--- src/rtl/channel_sum_reduce.sv ---
// -----------------------------------------------------------------------------
// channel_sum_reduce
//
// Streaming reduction engine. After reset it clears its accumulator, pops
// N_ITEMS words from an input FIFO channel (one word per iteration), adds each
// into the accumulator, pushes the final sum once to an output FIFO channel
// and then raises a sticky valid flag until the next reset.
//
// Build option:
//   CHANNEL_SUM_SAT_EN  when defined, each add saturates to all-ones on
//                       unsigned carry-out instead of wrapping. Cycle timing
//                       is the same in both builds.
//
// Parameters:
//   WIDTH    data width of both channels and of the accumulator
//   N_ITEMS  number of input words reduced (1 <= N_ITEMS < 2**WIDTH)
//
// Ports:
//   clk              clock, rising edge
//   rst              synchronous, active-high reset
//   valid            sticky: result has been written to the output channel
//   in_out_data      input channel read data (word popped on the previous cycle)
//   in_read_ready    input channel has a word available
//   in_write_ready   unused
//   in_read_valid    one-cycle pop strobe to the input channel
//   in_in_data       tied 0
//   in_write_valid   tied 0
//   in_rst           tied 0
//   out_out_data     unused
//   out_read_ready   unused
//   out_write_ready  output channel can accept a word
//   out_in_data      output write data, always equal to the accumulator
//   out_write_valid  one-cycle push strobe to the output channel
//   out_read_valid   tied 0
//   out_rst          tied 0
// -----------------------------------------------------------------------------
module channel_sum_reduce #(
   parameter int WIDTH   = 32,
   parameter int N_ITEMS = 4
) (
   input  logic             clk,
   input  logic             rst,
   output logic             valid,
   // input channel
   input  logic [WIDTH-1:0] in_out_data,
   input  logic             in_read_ready,
   input  logic             in_write_ready,
   output logic             in_read_valid,
   output logic [WIDTH-1:0] in_in_data,
   output logic             in_write_valid,
   output logic             in_rst,
   // output channel
   input  logic [WIDTH-1:0] out_out_data,
   input  logic             out_read_ready,
   input  logic             out_write_ready,
   output logic [WIDTH-1:0] out_in_data,
   output logic             out_write_valid,
   output logic             out_read_valid,
   output logic             out_rst
);

   typedef enum logic [3:0] {
      S0_INIT      = 4'd0,
      S1_LOOP      = 4'd1,
      S2_WAIT_IN   = 4'd2,
      S3_POP       = 4'd3,
      S4_ADD       = 4'd4,
      S5_BRANCH    = 4'd5,
      S6_WAIT_OUT  = 4'd6,
      S7_PUSH      = 4'd7,
      S8_DONE      = 4'd8
   } state_t;

   localparam logic [WIDTH-1:0] N_LAST = WIDTH'(N_ITEMS);

   state_t           state;
   state_t           state_next;
   logic [WIDTH-1:0] acc;
   logic [WIDTH-1:0] cnt;
   logic [WIDTH-1:0] acc_q;
   logic [WIDTH-1:0] cnt_q;
   logic             done_q;

   logic [WIDTH-1:0] cnt_inc;
   logic [WIDTH:0]   sum_ext;
   logic [WIDTH-1:0] sum_word;

   assign cnt_inc = cnt + WIDTH'(1);

   // One extra bit captures the unsigned carry-out of the add.
   assign sum_ext = {1'b0, acc_q} + {1'b0, in_out_data};

`ifdef CHANNEL_SUM_SAT_EN
   assign sum_word = sum_ext[WIDTH] ? '1 : sum_ext[WIDTH-1:0];
`else
   assign sum_word = sum_ext[WIDTH-1:0];
`endif

   // ---------------------------------------------------------------------------
   // State register
   // ---------------------------------------------------------------------------
   // NOTE: clocked state uses non-blocking assignments so every flop samples
   // the pre-edge values of the others, independent of block ordering.
   always_ff @(posedge clk) begin
      if (rst) state <= S0_INIT;
      else     state <= state_next;
   end

   // ---------------------------------------------------------------------------
   // Next-state logic
   // ---------------------------------------------------------------------------
   // NOTE: the default assignment at the top covers every path through the
   // case, so no latch is inferred for state_next.
   always_comb begin
      state_next = state;
      unique case (state)
         S0_INIT:     state_next = S1_LOOP;
         S1_LOOP:     state_next = S2_WAIT_IN;
         S2_WAIT_IN:  if (in_read_ready) state_next = S3_POP;
         S3_POP:      state_next = S4_ADD;
         S4_ADD:      state_next = S5_BRANCH;
         S5_BRANCH:   state_next = done_q ? S6_WAIT_OUT : S2_WAIT_IN;
         S6_WAIT_OUT: if (out_write_ready) state_next = S7_PUSH;
         S7_PUSH:     state_next = S8_DONE;
         S8_DONE:     state_next = S8_DONE;
         default:     state_next = S0_INIT;
      endcase
   end

   // ---------------------------------------------------------------------------
   // Datapath registers
   // ---------------------------------------------------------------------------
   // acc_q holds the accumulator snapshot taken when an item is accepted; the
   // add in S4 uses it together with the word the channel returns after the pop.
   // done_q remembers whether the item just accepted is the last one, so the
   // S5 branch needs no comparator on its own path.
   always_ff @(posedge clk) begin
      if (rst) begin
         acc    <= '0;
         cnt    <= '0;
         acc_q  <= '0;
         cnt_q  <= '0;
         done_q <= 1'b0;
      end else begin
         case (state)
            S0_INIT:    acc <= '0;
            S1_LOOP:    cnt <= '0;
            S2_WAIT_IN: begin
               if (in_read_ready) begin
                  acc_q  <= acc;
                  cnt_q  <= cnt;
                  cnt    <= cnt_inc;
                  done_q <= (cnt_inc == N_LAST);
               end
            end
            S4_ADD:     acc <= sum_word;
            default:    ;
         endcase
      end
   end

   // ---------------------------------------------------------------------------
   // Outputs: strobes and flag are pure decodes of the state register.
   // ---------------------------------------------------------------------------
   assign in_read_valid   = (state == S3_POP);
   assign out_write_valid = (state == S7_PUSH);
   assign valid           = (state == S8_DONE);
   assign out_in_data     = acc;

   assign in_in_data      = '0;
   assign in_write_valid  = 1'b0;
   assign in_rst          = 1'b0;
   assign out_read_valid  = 1'b0;
   assign out_rst         = 1'b0;

   // Inputs the block never consumes, the carry bit in the wrapping build and
   // the per-item index snapshot (kept for debug visibility) are folded here.
   logic unused_sink;
   assign unused_sink = ^{in_write_ready, out_out_data, out_read_ready,
                          sum_ext[WIDTH], cnt_q};

endmodule

--- config.mk ---
export PLATFORM = sky130hd
export DESIGN_NAME = channel_sum_reduce
export DESIGN_NICKNAME = d
export VERILOG_FILES = /design/src/rtl/channel_sum_reduce.sv
export SDC_FILE = /design/constraint.sdc
export NUM_CORES = 1
export LEC_CHECK = 0
export ABC_AREA = 1
export ABC_CLOCK_PERIOD_IN_PS = 2100
export CELL_PAD_IN_SITES_DETAIL_PLACEMENT = 1
export CELL_PAD_IN_SITES_GLOBAL_PLACEMENT = 1
export CORE_MARGIN = 2
export CORE_UTILIZATION = 32
export CTS_CLUSTER_DIAMETER = 80
export DETAILED_ROUTE_END_ITERATION = 8
export PLACE_DENSITY_LB_ADDON = 0.1
export SLEW_MARGIN = 20
export SYNTH_ARGS = -nofsm -noshare
export SYNTH_HDL_FRONTEND = slang
export SYNTH_SLANG_ARGS = --single-unit
export TNS_END_PERCENT = 30
--- constraint.sdc ---
create_clock -name clk -period 2.1 [get_ports clk]
set_input_delay 0.42 -clock clk [delete_from_list [all_inputs] [get_ports clk]]
set_output_delay 0.42 -clock clk [all_outputs]
set_load 0.005 [all_outputs]
# Word level (Yosys, flattened, before mapping)
# Index checks and enable logic that the tools add are counted.
[word_totals]
wordCells = 32
inputBits = 70
ff_bits = 101
[op_classes]
n_reduce_logical = 7
muxes = 7
eq_ne = 11
add_sub_neg = 2
[op_table]
columns = ["op", "n"]
rows = [
  ["32-bit case mux with 2 select lines", 2],
  ["32-bit by 1-bit adder with 32-bit output, second input constant", 1],
  ["32-bit adder", 1],
  ["32-bit by 3-bit equality test with 1-bit output, second input constant", 1],
  ["32-bit 2-to-1 mux", 1],
  ["4-bit case mux with 8 select lines", 1],
  ["4-bit by 3-bit equality test with 1-bit output, second input constant", 4],
  ["4-bit by 2-bit equality test with 1-bit output, second input constant", 2],
  ["4-bit 2-to-1 mux", 2],
  ["2-bit AND reduction", 3],
  ["4-bit by 1-bit equality test with 1-bit output, second input constant", 1],
  ["4-bit equality test, second input constant", 1],
  ["4-bit logical NOT", 1],
  ["2-bit != test, second input constant", 2],
  ["2-bit nonzero test", 2],
  ["3-bit 2-to-1 mux", 1],
  ["2-bit OR reduction", 1],
]

# Logic depth before layout (Yosys ltp)
[logic_depth]
ltp_word = 3
depth_mapped = 15
depth_no_buf = 15

# Least setup slack after synthesis
# No wires, ideal clock.
[synth_path]
kind = "in2reg"
start = "input port in_out_data[0]"
end = "register acc[26], in the netlist out_in_data[26]"
path_slack_ns = 0.083
path_stages = 15
t_arrival_ns = 1.885
setup_time_ns = 0.132
path_cell_list = "ha_1 -> inv_1 -> fa_1 -> inv_1 -> nand2_1 -> a21oi_1 -> nand2_1 -> nand2_1 -> nand2_1 -> nand2_1 -> nand2_1 -> nand3_1 -> nand2_1 -> nand3_1 -> a21oi_1"
[synth_via]
elab_chain_cells = 2
[synth_rtl]
columns = ["element", "line", "text"]
rows = [
  ["start, declared", "45", "input logic [WIDTH-1:0] in_out_data,"],
  ["32-bit adder", "91", "assign sum_ext = {1'b0, acc_q} + {1'b0, in_out_data};"],
  ["32-bit case mux with 2 select lines", "145", "case (state)"],
  ["end signal, assigned", "156", "S4_ADD: acc <= sum_word;"],
  ["end, declared", "78", "logic [WIDTH-1:0] acc;"],
]
# No other way between the ends.
# A chain may end at the register's enable or synchronous reset.

# Final worst setup path
[layout_path]
start = "input port in_out_data[2]"
end = "register acc[6], in the netlist out_in_data[6]"
# The elaborated chain is that of the path after synthesis.

==> run_results.csv <==
group,metric,value,unit
logic_synthesis,synthCells,1102,
logic_synthesis,synthAdderAreaFrac,6.38,%
timing,finalSetupTns,0,ns
clock_tree,cts-hold-fix-buffers,0,
critical_path,r2r_slack,0.07,ns
logic_synthesis,synth_top_family_by_area,"simple AND/OR/NAND/NOR gates",
logic_synthesis,synthTopCellsByArea,"dfxtp_1, nand2_1, a21oi_1",
critical_path,crit_type,"input port to register",
global_routing,antenna_found_initial,0,
power,ir_drop,0.373,mV
critical_path,regToRegStartpoint,"acc_q[0]$_SDFFE_PP0P_",
global_routing,grt_max_degree,41,
critical_path,worstPathRequired,2.35,ns
placement,place.gp.congestion,0.823,
finish,nNetsFinal,1347,
logic_synthesis,synthDistinctLibCells,34,
global_routing,grt_pass1_vias,7256,
timing,period_needed,2.03,ns
logic_synthesis,synth_area_per_cell,6.15,sq um
finish,fin_util,43.7,%
die,rows,53,
finish,num_antenna_cells,0,
critical_path,rr_worst_depth,14,
placement,port_buffers,70,
clock_tree,cts.sinks,101,
logic_synthesis,synth_top_flop_cell,"dfxtp_1",
logic_synthesis,synth_warnings,0,
global_routing,grt-ovfl-total,0,
timing,report.final.slew_viol_count,0,
logic_synthesis,synth_common_cells,"nand2_1, a21oi_1, nor2_1, dfxtp_1, inv_1",
die,die_h,150,um
critical_path,slowest_stage,"clkdlybuf4s50_1",
clock_tree,cts_max_path_buffers,2,
logic_synthesis,synth_seq_cells,101,
die,die_area,22400,sq um
detailed_routing,vias,7270,
critical_path,crit_arrival,2.28,ns
timing,hold_ws,0.469,ns
hold_path,min_from,"acc_q[22]$_SDFFE_PP0P_",
logic_synthesis,yosysSeqAreaShare,29.8,%
logic_synthesis,synthSimpleGateAreaFrac,38.5,%
detailed_routing,routed-wl-met3,655,um
power,power_density,457,nW/um^2
die,core_area,20900,sq um
hold_path,hold_depth,2,
timing,fmax,493,MHz
timing,rsz0062_at_grt,"yes",
detailed_routing,drtPass1Iterations,4,
die,top_level_ports,141,
clock_tree,htree_levels,3,
placement,dp_slack,-0.643,ns
logic_synthesis,synthMuxAreaShare,0,%
placement,postPlaceCellArea,8190,sq um
timing,timing.final.crit_share,96.7,%
finish,final_area,9120,sq um
hold_path,min_to,"acc_q[22]$_SDFFE_PP0P_",
critical_path,critPathTopFamily,"buffers and inverters",
critical_path,max_stage_delay,0.54,ns
detailed_routing,ant_nets,0,
critical_path,crit_buf_inv,4,
critical_path,r2r-end,"out_in_data[2]$_SDFFE_PP0P_",
logic_synthesis,synthXorXnorAreaFrac,1.03,%
detailed_routing,wire_per_inst,15.2,um
critical_path,path_max_fanout,4,
logic_synthesis,synth_compound_area_share,13.4,%
detailed_routing,wl_met2,11700,um
logic_synthesis,synth_area,6780,sq um
timing,setup_viol,0,
finish,drive_above_1_share,19.6,%
detailed_routing,drcViolationCount,0,
hold_path,hp-class,"register to register",
die,initial_core_util,32.5,%
global_routing,grt_usage,20.5,%
placement,dp_hpwl,17300,um
critical_path,worstSetupEndpointType,"register",
critical_path,crit_path_start_kind,"input port",
detailed_routing,drt_iter0_drc,262,
detailed_routing,routed.top_layer,"met4",
timing,finClkSkew,0.00671,ns
critical_path,cp_cell_sequence,"clkdlybuf4s50_1, ha_4, nand2_2, a21oi_2, buf_6, nand2_2, nand2_4, buf_4, buf_4, or2_2, nand3_1, a21oi_1",
die,die_w,150,um
clock_tree,clk_latency,0.36,ns
status,status,"complete, no violations",
clock_tree,cts_root_buf,"clkbuf_16",
logic_synthesis,synth.top_cell.area_share,29.8,%
logic_synthesis,synth_edf_count,0,
power,leakage,3.69,nW
clock_tree,clkTransAtPathRegs,0.07,ns
finish,area_growth,34.5,%
timing,setup_ws,0.0698,ns
clock_tree,cts_tree,"done",
finish,fillers,2712,
job,maxCapViolations,0,
detailed_routing,wirelength,23200,um
global_routing,grt_pass1_wl,36200,um
clock_tree,cts-buffers-inserted,9,
logic_synthesis,yosysMostFrequentCell,"nand2_1",
timing,hold_viol_final,0,
logic_synthesis,async_flop_share,0,%
detailed_routing,route.detailed.vias_per_inst,4.78,
detailed_routing,wl_met1,10600,um
logic_synthesis,yosys.area.top_type,"dfxtp_1",
-- flip-flops by register name (all words and copies together) (netlist names) --
signal       count
out_in_data     32
acc_q           32
cnt             32
state            4
done_q           1
-- area by class of cell --
cell class                 instances  area, sq um  share of cell area [%]
inverter                          91          342                    3.75
clock buffer                      10          229                    2.51
tap                              275          344                    3.77
sequential                       101         2030                    22.3
multi-input combinational        880         4700                    51.6
timing repair buffer             160         1430                    15.7
clock inverter                     5         37.5                   0.412
-- placed cells by master, fill, tap and decap left out, drive strengths merged --
| master | instances |
|---|---|
| nor2 | 115 |
| nand4 | 4 |
| nand2 | 406 |
| or2 | 11 |
| a21oi | 136 |
| xor2 | 5 |
| clkinv | 2 |
| a21o | 6 |
| a211oi | 2 |
| o21a | 1 |
| nor3 | 10 |
| dlygate4sd2 | 1 |
| fa | 1 |
| and2 | 2 |
| conb | 36 |
| clkinvlp | 2 |
| clkdlybuf4s50 | 60 |
| nand3b | 16 |
| inv | 92 |
| clkbuf | 10 |
| nand3 | 63 |
| a221oi | 1 |
| o211ai | 1 |
| ha | 33 |
| dfxtp | 101 |
| dlymetal6s2s | 8 |
| buf | 91 |
| o32ai | 1 |
| o21bai | 1 |
| o21ai | 25 |
| xnor2 | 3 |
| nor4 | 1 |
-- worst max path at each step --
stage	start	to	slack, ns	depth (start not counted)
3_3_place_gp	in_out_data[0]	out_in_data[30]$_SDFFE_PP0P_	-0.61	17
6_report	in_out_data[2]	out_in_data[6]$_SDFFE_PP0P_	0.07	12
3_5_place_dp	in_out_data[0]	out_in_data[22]$_SDFFE_PP0P_	-0.64	16
2_1_floorplan	in_out_data[0]	out_in_data[26]$_SDFFE_PP0P_	0.08	15
4_1_cts	in_out_data[14]	out_in_data[24]$_SDFFE_PP0P_	-0.04	13
5_1_grt	in_out_data[2]	out_in_data[27]$_SDFFE_PP0P_	-0.06	12
-- routing by layer --
layer | track usage [%] | up-vias
met2 | 37.2 | 83
met3 | 3.17 | 16
met5 | 0 | -
li1 | - | 3743
met1 | 25.8 | 3428
met4 | 3.38 | 0
-- stage by stage --
stage	cells	power (mW)
floorplan	1137	2.30
finish	1522	4.17
global placement	1495	2.53
detailed placement	1495	2.54
global route	1522	4.35
CTS	1519	4.20
-- repair_timing --
item                       4_1_cts  5_1_grt
setup buffers                    9        3
gates resized for setup         37      111
pin swaps                       18       14
setup endpoints to repair       22       32
-- cells by family after synthesis --
logic type	count (synthesis)
simple gates	628
buf+inv	156
other cells	1
compound gates	174
xor+xnor	8
flops	101
fa+ha+maj	34
-- worst register-to-register path: stages, from the launching register on --
cell     delay [ns]
dfxtp_2        0.35
ha_4           0.13
inv_2          0.03
fa_2           0.33
inv_2          0.07
nand2_2        0.06
buf_4          0.13
buf_4          0.12
buf_4          0.12
buf_4          0.12
buf_4          0.12
buf_4          0.12
buf_4          0.12
nand2_2        0.05
a21oi_1        0.05
-- where the power goes --
part / total, mW / switching, mW / internal [mW]
registers: 1.94 / 0.0142 / 1.93
logic: 0.597 / 0.351 / 0.245
clock network: 1.63 / 0.822 / 0.805
Note: power is estimated with default switching activity, not from simulation.
